$ cat config.mk
export PLATFORM = sky130hd
export DESIGN_NAME = pc_frame_sink
export DESIGN_NICKNAME = d
export VERILOG_FILES = /design/src/rtl/pc_frame_sink.sv
export SDC_FILE = /design/constraint.sdc
export NUM_CORES = 1
export LEC_CHECK = 0
export CAP_MARGIN = 15
export CORE_UTILIZATION = 50
export CTS_BUF_LIST = sky130_fd_sc_hd__clkbuf_4
export CTS_CLUSTER_SIZE = 14
export DETAILED_ROUTE_END_ITERATION = 10
export MAX_ROUTING_LAYER = met4
export PLACE_DENSITY = 0.69
export SYNTH_ARGS = -nofsm -noshare
export SYNTH_HDL_FRONTEND = slang
export SYNTH_SLANG_ARGS = --single-unit
$ cat constraint.sdc
create_clock -name bus_clk -period 16 [get_ports bus_clk]
set_input_delay 4 -clock bus_clk [delete_from_list [all_inputs] [get_ports bus_clk]]
set_output_delay 4 -clock bus_clk [all_outputs]
set_load 0.02 [all_outputs]
$ cat src/rtl/pc_frame_sink.sv
// Host-write loopback checker: parses countdown frames from the write FIFO
// and posts one status word per frame to the read FIFO.
module pc_frame_sink #(
  parameter int unsigned MAX_LEN = 1048576
) (
  input  logic        bus_clk,
  input  logic        reset,
  input  logic        in_empty,
  output logic        in_rd_en,
  input  logic [31:0] in_data,
  input  logic        out_full,
  output logic        out_wr_en,
  output logic [31:0] out_data,
  output logic        busy,
  output logic [15:0] frames_done
);

  typedef enum logic [1:0] {IDLE, HDR, PAY, REPORT} state_t;

  localparam logic [31:0] MAX_W = 32'(MAX_LEN);

  state_t      state;
  state_t      state_nxt;
  logic        rd_pend;
  logic        rd_req;
  logic        wr_req;
  logic [15:0] n_lo;
  logic [31:0] exp_word;
  logic [31:0] req_left;
  logic [31:0] rcv_left;
  logic [14:0] errors;
  logic [14:0] err_nxt;

  always_comb begin
    state_nxt = state;
    rd_req    = 1'b0;
    wr_req    = 1'b0;
    err_nxt   = errors;
    if (rd_pend && in_data != exp_word && errors != 15'h7fff)
      err_nxt = errors + 15'd1;
    unique case (state)
      IDLE: begin
        rd_req = !in_empty;
        if (rd_req) state_nxt = HDR;
      end
      HDR: begin
        if (in_data == 32'd0 || in_data > MAX_W)
          state_nxt = REPORT;
        else
          state_nxt = PAY;
      end
      PAY: begin
        rd_req = !in_empty && req_left != 32'd0;
        if (rd_pend && rcv_left == 32'd1) state_nxt = REPORT;
      end
      REPORT: begin
        wr_req = !out_full;
        if (wr_req) state_nxt = IDLE;
      end
      default: state_nxt = IDLE;
    endcase
  end

  // Gate strobes with reset so nothing leaks out while held in reset.
  assign in_rd_en  = rd_req & ~reset;
  assign out_wr_en = wr_req & ~reset;
  assign busy      = state != IDLE;

  always_ff @(posedge bus_clk or posedge reset) begin
    if (reset) begin
      state       <= IDLE;
      rd_pend     <= 1'b0;
      n_lo        <= '0;
      exp_word    <= '0;
      req_left    <= '0;
      rcv_left    <= '0;
      errors      <= '0;
      out_data    <= '0;
      frames_done <= '0;
    end else begin
      state   <= state_nxt;
      rd_pend <= in_rd_en;
      case (state)
        HDR: begin
          n_lo   <= in_data[15:0];
          errors <= '0;
          if (in_data == 32'd0) begin
            out_data <= '0;
          end else if (in_data > MAX_W) begin
            out_data <= {1'b1, 15'd0, in_data[15:0]};
          end else begin
            exp_word <= in_data;
            req_left <= in_data;
            rcv_left <= in_data;
          end
        end
        PAY: begin
          if (in_rd_en) req_left <= req_left - 32'd1;
          if (rd_pend) begin
            errors   <= err_nxt;
            exp_word <= exp_word - 32'd1;
            rcv_left <= rcv_left - 32'd1;
            if (rcv_left == 32'd1)
              out_data <= {1'b0, err_nxt, n_lo};
          end
        end
        REPORT: begin
          if (out_wr_en) frames_done <= frames_done + 16'd1;
        end
        default: ;
      endcase
    end
  end

endmodule

==> flow_summary.ini <==
[status]
status = finished clean

[clock_tree]
clock_path_buffers = 2
cts_sinks = 178
h-tree-depth = 4
clk_pin_slew_ps = 170
clock_latency_ps = 580
postCtsSetupRepairBufs = 0
hold_buffers = 0
cts_resized = 0
cts_tree = done
cts_made_buffers = 17
root_buffer = clkbuf_4

[route]
drt-total-wl_um = 26700
wl_per_cell_um = 18.8
vias = 8630
dr.first_iter.drc_count = 744
wl_met1_um = 12300
routed.top_layer = met4
route.met2.wl_um = 12400
viasPerCell = 6.09
dr.pass1.iters = 5
ant_nets = 0
wl_met3_um = 1600
drc = 0

[global_route]
grt.total_usage_pct = 27.7
grt_pass1_wl_um = 42800
grt_max_degree = 86
grt_pass1_vias = 7904
grt_overflow_total = 0
antenna_found_initial = 1

[critical_path]
crit_fanout = 6
worstSetupStartpointType = input port
crit_chain = clkdlybuf4s50_1, nor3b_1, clkdlybuf4s50_1
crit_path_end_kind = output pin
cp.depth = 3
crit_path_max_incr_delay_ps = 740
timing.reg2reg.worst_path_depth = 9
path_class = in2out
crit_buf_inv = 2
crit_slowest_cell = clkdlybuf4s50_1
cp.required_ps = 12000
crit_top_cell = clkdlybuf4s50_1
critPathTopFamily = buffers and inverters
cp.arrival_ps = 5920

[timing]
fin_setup_tns_ps = 0
hold_viol = 0
fin_hold_ws_ps = 479
fmax_mhz = 101
slew_headroom_pct = 26.0
period_share_pct = 62.0
setup_violations = 0
drv_slew = 0
rsz0062_at_grt = no
period_needed_ps = 9920
clock-skew-final_ps = 20.4
worst_pin_slew_ps = 1110

[yosys]
yosysTopAreaCellShare_pct = 44.4
syn_nets = 1131
syn_inst = 1084
ys_types = 71
ys_seq_area_share_pct = 44.4
post-synth-top-area-cell = dfrtp_1
synth.avg_cell_area_um2 = 9.26
synthFlopType = dfrtp_1
postSynth.asyncResetShare_pct = 100
synth_edf_count = 0
synth_area_leaders = dfrtp_1 44%, o21ai_0 3.6%, nand2_1 3.6%
netlist_area_mm2 = 0.0100
yosysWarnings = 0
ys_seq_elements = 178

[floorplanning]
die_x_um = 144
ios = 87
start_util_pct = 51.3
fp.coreArea_mm2 = 0.0196
fp.dieH_um = 144
fp.dieArea_mm2 = 0.0207
rows = 51

[power]
power_mw = 1.89
power_density_mw_per_mm2 = 166
p_leak_nw = 4.54
ir_drop_mv = 0.114

[cells_and_area]
design.final.nets = 1186
finalNonFillerCells = 1418
drive_above_1_share_pct = 9.11
area_growth_pct = 13.1

[placement]
placedCellCount = 1384
numPortBuffers = 86
hpwl_um = 17900
gp_congestion = 0.875

[min_path]
hold_depth = 1
hold_path.class = reg2reg

[job]
maxCapViolations = 0
-- stage by stage --
step | util [%] | worst slack, ps | area [um^2]
after floorplan | - | 7170 | 10000
after global placement | 56.5 | 6140 | 11100
final | 58.0 | 6080 | 11400
after CTS | 57.9 | 6100 | 11300
after global routing | 58.0 | 5970 | 11400
after detailed placement | 56.5 | 6110 | 11100
-- sequential cells by signal (all words and copies together) (netlist names) --
signal / count
errors: 15
exp_word: 32
frames_done: 16
n_lo: 16
out_data: 32
rcv_left: 32
rd_pend: 1
req_left: 32
state: 2
-- power by group --
part	internal [mW]	switching, mW	total [mW]
logic	0.364	0.530	0.893
clock network	0.0692	0.180	0.249
registers	0.594	0.149	0.743
total	1.03	0.860	1.89
-- cells in the mapped netlist (20+ instances only) --
cell and instances:
mux2_2 29, nand2_1 96, nor4_1 43, inv_1 22
nand3_1 26, mux2i_1 29, dfrtp_1 178, or3_1 20
nor3_1 37, a21oi_1 71, o21ai_0 73, nor2_1 86
xor2_1 38, clkbuf_1 45
-- worst reg2reg max path, delay by kind of cell, from the launching register on --
kind                     cells  cell delay (ps)
multiplexers                 1              270
flip-flops                   1              480
adder cells (fa/ha/maj)      1              890
buffers and inverters        2              480
AND/OR/NAND/NOR              2              730
AO/OA/AOI/OAI                3              950
-- layer usage --
metal / vias up / track usage, %
met4: 0 / 8.12
met3: 22 / 4.00
met2: 255 / 41.2
met5: - / -
met1: 4228 / 39.3
li1: 4125 / -
-- final cells by class --
| type | count | area, um^2 |
|---|---|---|
| flip-flops and latches | 178 | 4450 |
| diodes | 1 | 2.50 |
| clock inverters | 15 | 141 |
| fillers | 1785 | 8230 |
| multi-input cells | 823 | 5270 |
| clock buffers | 17 | 128 |
| inverters | 22 | 87.6 |
| repair buffers | 97 | 943 |
| well taps | 265 | 332 |
-- placed cells by master, fill, tap and decap left out, drive strengths merged, types with 8 or more instances in the layout --
| cell type | Yosys | layout |
|---|---|---|
| or3 | 25 | 25 |
| nor4 | 45 | 45 |
| buf | 16 | 11 |
| xnor2 | 12 | 12 |
| clkbuf | 45 | 17 |
| nor2 | 86 | 86 |
| nand3 | 26 | 26 |
| nor3 | 38 | 38 |
| dfrtp | 178 | 178 |
| mux2 | 30 | 30 |
| and2 | 10 | 10 |
| a22o | 8 | 8 |
| clkdlybuf4s50 | 0 | 86 |
| a221o | 9 | 9 |
| a21o | 13 | 13 |
| or4 | 16 | 16 |
| or2 | 11 | 11 |
| o21a | 15 | 15 |
| o22ai | 10 | 10 |
| a31oi | 12 | 12 |
| nand4 | 17 | 17 |
| a22oi | 11 | 11 |
| inv | 22 | 30 |
| nand2b | 14 | 14 |
| a21oi | 71 | 71 |
| o21ai | 78 | 78 |
| mux2i | 29 | 29 |
| xor2 | 38 | 38 |
| nand2 | 96 | 96 |
| o31ai | 17 | 17 |
| ha | 11 | 11 |
-- final timing paths --
check                                       startpoint                           to  slack [ps]
max                                              reset                    out_wr_en        6080
min                        frames_done[15]$_DFFE_PP0P_  frames_done[15]$_DFFE_PP0P_         480
min in group asynchronous                        reset         state[1]$_DFFE_PP0P_        3880
max reg2reg                       state[1]$_DFFE_PP0P_      rcv_left[5]$_DFFE_PP0P_       12170
max in group asynchronous                        reset     rcv_left[27]$_DFFE_PP0P_       10920
min reg2reg                frames_done[15]$_DFFE_PP0P_  frames_done[15]$_DFFE_PP0P_         480
-- cells by family after synthesis --
| logic type | Yosys count | share of synthesized area (%) |
|---|---|---|
| AO/OA/AOI/OAI | 296 | 19.3 |
| XOR/XNOR | 50 | 4.36 |
| adder cells (fa/ha/maj) | 11 | 1.37 |
| buffers and inverters | 83 | 3.40 |
| flip-flops | 178 | 44.4 |
| multiplexers | 59 | 6.26 |
| AND/OR/NAND/NOR | 407 | 20.9 |
No activity file was read; power rests on OpenSTA's default activity.
